--- config.mk ---
export PLATFORM = sky130hd
export DESIGN_NAME = apb_shared_arbiter
export DESIGN_NICKNAME = d
export VERILOG_FILES = /design/src/rtl/apb_shared_arbiter.sv
export SDC_FILE = /design/constraint.sdc
export NUM_CORES = 1
export LEC_CHECK = 0
export ABC_AREA = 0
export ABC_CLOCK_PERIOD_IN_PS = 1500
export CORE_AREA = 2 2 104 106
export DETAILED_ROUTE_END_ITERATION = 7
export DIE_AREA = 0 0 106 108
export PLACE_DENSITY = 0.67
export SYNTH_ARGS = -nofsm -noshare
export SYNTH_HDL_FRONTEND = slang
export SYNTH_SLANG_ARGS = --single-unit
--- constraint.sdc ---
create_clock -name i_clk -period 1.5 [get_ports i_clk]
set_clock_uncertainty 0.1 [all_clocks]
set_input_delay 0.375 -clock i_clk [delete_from_list [all_inputs] [get_ports i_clk]]
set_output_delay 0.375 -clock i_clk [all_outputs]
set_load 0.005 [all_outputs]
--- src/rtl/apb_shared_arbiter.sv ---
// Two-master to one-slave APB arbiter with round-robin grant and a three-state transfer FSM.
// Optional ACCESS watchdog enabled by defining APB_SHARED_ARBITER_TIMEOUT_EN.
module apb_shared_arbiter #(
  parameter int ADDRESS_WIDTH  = 16,
  parameter int DATA_WIDTH     = 32,
  parameter int TIMEOUT_CYCLES = 256
) (
  input  logic                                 i_clk,
  input  logic                                 i_rst,
  input  logic [1:0]                           i_m_psel,
  input  logic [1:0]                           i_m_penable,
  input  logic [1:0][ADDRESS_WIDTH-1:0]        i_m_paddr,
  input  logic [1:0]                           i_m_pwrite,
  input  logic [1:0][DATA_WIDTH-1:0]           i_m_pwdata,
  input  logic [1:0][DATA_WIDTH/8-1:0]         i_m_pstrb,
  output logic [1:0]                           o_m_pready,
  output logic [1:0][DATA_WIDTH-1:0]           o_m_prdata,
  output logic [1:0]                           o_m_pslverr,
  output logic                                 o_s_psel,
  output logic                                 o_s_penable,
  output logic [ADDRESS_WIDTH-1:0]             o_s_paddr,
  output logic                                 o_s_pwrite,
  output logic [DATA_WIDTH-1:0]                o_s_pwdata,
  output logic [DATA_WIDTH/8-1:0]              o_s_pstrb,
  input  logic                                 i_s_pready,
  input  logic                                 i_s_pslverr,
  input  logic [DATA_WIDTH-1:0]                i_s_prdata,
  output logic [1:0]                           o_grant
);

  typedef enum logic [1:0] {IDLE, SETUP, ACCESS} state_t;

  state_t     state;
  logic [1:0] grant;
  logic       last;
  logic       gsel;
  logic       busy;
  logic       acc;
  logic       pick_m1;
  logic       expire;
  logic       unused_penable;

  // Request is psel alone; penable is only meaningful to the master's own protocol.
  assign unused_penable = ^i_m_penable;

  assign gsel    = grant[1];
  assign busy    = (state != IDLE) && !i_rst;
  assign acc     = (state == ACCESS) && !i_rst;
  assign pick_m1 = i_m_psel[1] && (!i_m_psel[0] || !last);
  assign o_grant = grant;

`ifdef APB_SHARED_ARBITER_TIMEOUT_EN
  localparam int CNT_W = $clog2(TIMEOUT_CYCLES + 1);
  logic [CNT_W-1:0] cnt;

  assign expire = acc && !i_s_pready && (cnt == CNT_W'(TIMEOUT_CYCLES - 1));

  always_ff @(posedge i_clk) begin
    if (i_rst || state != ACCESS) begin
      cnt <= '0;
    end else begin
      cnt <= cnt + 1'b1;
    end
  end
`else
  assign expire = 1'b0;
`endif

  always_ff @(posedge i_clk) begin
    if (i_rst) begin
      state <= IDLE;
      grant <= 2'b00;
      last  <= 1'b1;
    end else begin
      case (state)
        IDLE: begin
          if (|i_m_psel) begin
            grant <= pick_m1 ? 2'b10 : 2'b01;
            last  <= pick_m1;
            state <= SETUP;
          end
        end
        SETUP: state <= ACCESS;
        ACCESS: begin
          if (i_s_pready || expire) begin
            grant <= 2'b00;
            state <= IDLE;
          end
        end
        default: begin
          grant <= 2'b00;
          state <= IDLE;
        end
      endcase
    end
  end

  always_comb begin
    o_s_psel    = busy;
    o_s_penable = acc;
    o_s_paddr   = '0;
    o_s_pwrite  = 1'b0;
    o_s_pwdata  = '0;
    o_s_pstrb   = '0;
    o_m_pready  = 2'b00;
    o_m_prdata  = '0;
    o_m_pslverr = 2'b00;
    if (busy) begin
      o_s_paddr  = i_m_paddr[gsel];
      o_s_pwrite = i_m_pwrite[gsel];
      o_s_pwdata = i_m_pwdata[gsel];
      o_s_pstrb  = i_m_pstrb[gsel];
    end
    // A watchdog expiry answers the master with an error and no data.
    if (acc) begin
      o_m_pready[gsel]  = i_s_pready || expire;
      o_m_pslverr[gsel] = expire ? 1'b1 : i_s_pslverr;
      o_m_prdata[gsel]  = expire ? '0 : i_s_prdata;
    end
  end

endmodule

# After elaboration in Yosys (flattened, before gate mapping)
# Cells that the tools add are included.
# op_classes
magnitude_cmp	2
eq_ne	4
mux	25
bitwise_logic	4
reduce_logical	14
# op_table
cell	n
32-bit two-way mux	4
64-bit AND	1
64-bit two-way mux	1
16-bit two-way mux	3
32-bit demux with 1-bit select	1
2-bit two-way mux	6
4-bit two-way mux	3
2-bit case mux with 3 select lines	2
2-bit AND	2
1-bit logical AND	4
1-bit two-way mux	4
2-bit != test, second input constant	2
2-bit AND reduction	2
1-bit zero test	3
3-bit AND reduction	1
2-bit by 1-bit == test with 1-bit output, second input constant	1
2-bit == test, second input constant	1
2-bit zero test	1
1-bit by 2-bit less-than comparator with 1-bit output, second input constant	1
2-bit nonzero test	1
2-bit OR reduction	1
1-bit demux with 1-bit select	1
1-bit greater-or-equal comparator, second input constant	1
1-bit logical OR	1
1-bit inverter	1
# totals
register_bits	5
inputBits	146
wordCells	52

# Longest topological paths before layout
# depth
ltp_word	6
ltp_mapped	5

# Worst setup path after synthesis
# OpenSTA, ideal clock, no wires.
# synth_timing
path_type	flip-flop to output port
start	register state[1]
end	output port o_m_prdata[10] in the netlist's numbering
t_arrival_ps	1162
path_slack_ps	-137
stages_incl_launch_ff	6
path_buffers	2
cell_sequence	dfxtp_1 -> buf_4 -> nor3b_4 -> and2b_4 -> buf_6 -> and2_1
# synth_lines
element	line_no	text
start, declared	33	state_t state;
start signal, assigned	71	state <= IDLE;
start signal, assigned	80	state <= SETUP;
start signal, assigned	83	SETUP: state <= ACCESS;
end, declared	17	output logic [1:0][DATA_WIDTH-1:0] o_m_prdata,

==> results.sh <==
export IMPL_status="finished, violations left"
export IMPL_violations="setup timing"
export IMPL_slew_violations=0
export IMPL_reg2reg_slack_ps=100
export IMPL_yosys_area_share_simple_pct=45.4
export IMPL_syn_inst=223
export IMPL_power_frac_seq_pct=7.6
export IMPL_crit_path_start_kind="flip-flop"
export IMPL_start_util_pct=14.9
export IMPL_drc=0
export IMPL_p_per_area_mw_per_mm2=351
export IMPL_cts_path_max_buffers=2
export IMPL_synth_seq_cells=5
export IMPL_ys_flop_type="dfxtp_1"
export IMPL_slew_headroom_pct=78.5
export IMPL_hold_path_class="in -> reg"
export IMPL_clockPowerShare_pct=12.2
export IMPL_fin_crit_ps=2140
export IMPL_ctsHoldBuffers=0
export IMPL_grt_antenna_before_repair=0
export IMPL_cts_root_buf="clkbuf_8"
export IMPL_h_tree_depth=1
export IMPL_synth_top_cells_by_count="nor2_1 (57), mux2i_1 (54), and2_1 (34), and3_1 (34)"
export IMPL_crit_slowest_cell="dfxtp_4"
export IMPL_cts_sinks=5
export IMPL_ant_nets=0
export IMPL_preCtsSetupSlack_ps=-1140
export IMPL_setup_ws_ps=-639
export IMPL_row_count=37
export IMPL_syn_num_nets=369
export IMPL_synthTopCellsByArea="mux2i_1 (35%), nor2_1 (14%), and2_1 (14%)"
export IMPL_fin_util_pct=58.2
export IMPL_fmaxAchievable_mhz=467
export IMPL_r2r_end="o_grant[0]"
export IMPL_grt_usage_pct=18.2
export IMPL_crit_top_cell="buf_6"
export IMPL_synth_area_mm2=0.00153
export IMPL_crit_end="o_m_prdata[6]"
export IMPL_grt_pass1_wl_um=16400
export IMPL_routed_via_count=3157
export IMPL_clk_latency_ps=220
export IMPL_tns_ps=-59130
export IMPL_avgSynthCellArea_um2=6.84
export IMPL_setup_viol=124
export IMPL_share_comb_of_total_power_pct=80.2
export IMPL_crit_path_end_kind="output pin"
export IMPL_finalHoldViolCount=0
export IMPL_synth_fa_ha_area_share_pct=0
export IMPL_drt_wl_total_um=12500
export IMPL_ys_warn_count=0
export IMPL_synth_top_family_by_area="simple AND/OR/NAND/NOR gates"
export IMPL_max_stage_delay_ps=350
export IMPL_yosysMostFrequentCell="nor2_1"
export IMPL_register_area_um2=109
export IMPL_crit_fanout=6
export IMPL_p_leak_nw=2.73
export IMPL_rr_worst_depth=4
export IMPL_die_area_mm2=0.0114
export IMPL_r2r_start="state[0]"
export IMPL_coreArea_mm2=0.0102
export IMPL_synthMuxAreaShare_pct=35.4
export IMPL_synth_largest_area_cell="mux2i_1"
export IMPL_diodes=0
export IMPL_tritoncts="built"
export IMPL_layout_drive_gt1_share_pct=59.2
export IMPL_async_reset_ff_share_pct=0
export IMPL_dr_first_iter_drc_count=108
export IMPL_cp_arrival_ps=1660
export IMPL_path_class="reg -> out"
export IMPL_post_route_period_util_pct=143
export IMPL_yosys_area_top_type_share_pct=35.4
export IMPL_die_w_um=106
export IMPL_dr_pass1_iters=4
export IMPL_viasPerCell=4.42
export IMPL_io_pins=271
export IMPL_switchingPower_mw=0.682
export IMPL_synth_compound_area_share_pct=3.45
export IMPL_dp_hpwl_um=7470
export IMPL_crit_path_cell_trace="nor3b_4, buf_6, buf_6, and2b_4, buf_6, buf_6, and2_4, buf_6"
export IMPL_p_int_mw=1.41
export IMPL_max_vdd_ir_drop_uv=299
export IMPL_grt_pass1_vias=3001
export IMPL_nNetsFinal=726
export IMPL_area_growth_pct=291
export IMPL_seq_area_frac_synth_pct=6.56
export IMPL_overflow=0
export IMPL_clkTransAtPathRegs_ps=40
export IMPL_rsz0062_at_grt="yes"
export IMPL_p_sw_share_pct=32.6
export IMPL_required_ps=1020
export IMPL_crit_start="state[0]"
export IMPL_drv_cap=0
export IMPL_wl_per_cell_um=17.4
export IMPL_die_height_um=108
export IMPL_yosysUniqueCellTypes=21
export IMPL_portBuffers=268
export IMPL_grt_max_degree=19
export IMPL_numCtsBuffers=3
export IMPL_synth_xor_area_share_pct=0
export IMPL_multi_input_comb_area_mm2=0.00185
export IMPL_gp_congestion=0.739
export IMPL_synth_edf_count=0
export IMPL_fill_cells=882
export IMPL_worst_pin_slew_ps=320
-- logic make-up (layout without fill, tap and decap cells) --
| logic type | after synthesis | count (layout) |
|---|---|---|
| and+or+nand+nor | 132 | 137 |
| muxes | 54 | 54 |
| buffers and inverters | 25 | 376 |
| AOI/OAI and AO/OA | 7 | 7 |
| DFF | 5 | 5 |
-- worst min-delay path by stage --
stage	from	end	slack, ps	cells past startpoint
global route	i_rst	state[1]	390	3
floorplan	i_rst	state[1]	340	1
CTS	i_rst	state[1]	380	3
global placement	o_grant[0]	o_grant[0]	390	1
detailed placement	o_grant[0]	o_grant[0]	390	1
finish	i_rst	state[1]	390	3
-- flip-flops by register name, summed over array words and instances (netlist names) --
signal and cells:
o_grant 2, last 1, state 2
-- metal layers --
metal  global-route usage [%]  share of wire (%)  up-vias
li1                         -                  -     1485
met3                     3.32                6.9       18
met2                     37.2                 57      167
met5                        0                  0        -
met4                     5.55                2.0        0
met1                     18.7                 34     1487
-- through the flow --
stage / cells / power, mW / cell area, µm² / hold WS (ps)
2_1_floorplan: 223 / 0.497 / 1550 / 340
3_3_place_gp: 623 / 1.20 / 4460 / 389
3_5_place_dp: 623 / 1.21 / 4460 / 393
4_1_cts: 706 / 1.84 / 5300 / 378
5_1_grt: 715 / 2.21 / 5960 / 394
6_report: 715 / 2.09 / 5960 / 388
-- layout make-up --
class	count	area share, %
Timing Repair Buffer	370	63.4
Inverter	2	0.168
Clock buffer	4	0.756
Multi-Input combinational cell	198	31.0
Sequential cell	5	1.83
Tap cell	136	2.86
-- worst max-delay path: cells and delay by family, from the launching register on --
| family | cells | cell delay (ps) |
|---|---|---|
| DFF | 1 | 350 |
| and+or+nand+nor | 3 | 540 |
| buffers and inverters | 5 | 540 |
-- layout by cell type (no fill, tap or decap), types with 2 or more instances in the layout --
master	netlist	final
buf_6	4	98
dlygate4sd2_1	0	5
clkbuf_16	0	4
buf_2	9	72
buf_4	1	19
and3_4	0	13
dfxtp_1	5	2
mux2i_2	0	2
buf_16	0	6
a32o_1	2	2
buf_12	0	17
clkbuf_2	0	4
o21ai_0	2	2
nor2_1	57	14
and2b_4	1	3
mux2i_4	0	12
and2b_2	0	3
dfxtp_4	0	2
nor2_2	0	23
clkdlybuf4s50_1	0	138
and2_1	34	5
and3_1	34	21
mux2i_1	54	40
buf_8	0	5
clkbuf_8	0	3
nand2_1	2	2
and2_4	0	29
nor2_4	0	20
-- power groups by stage --
| stage | logic (mW) | registers [mW] | clock network [mW] |
|---|---|---|---|
| 6_report | 1.68 | 0.160 | 0.255 |
| 5_1_grt | 1.77 | 0.161 | 0.276 |
| 4_1_cts | 1.42 | 0.159 | 0.261 |
| 3_5_place_dp | 1.05 | 0.161 | 0 |
| 3_3_place_gp | 1.04 | 0.160 | 0 |
| 2_1_floorplan | 0.342 | 0.155 | 0 |
-- timing repair --
| action | in CTS | in global routing |
|---|---|---|
| endpoints found under the setup margin | 127 | 126 |
| buffers inserted | 64 | 16 |
| gates cloned | 16 | 4 |
| pin swaps | 41 | 27 |
| resized for setup | 602 | 173 |
Power figures use the tool's default switching activity.
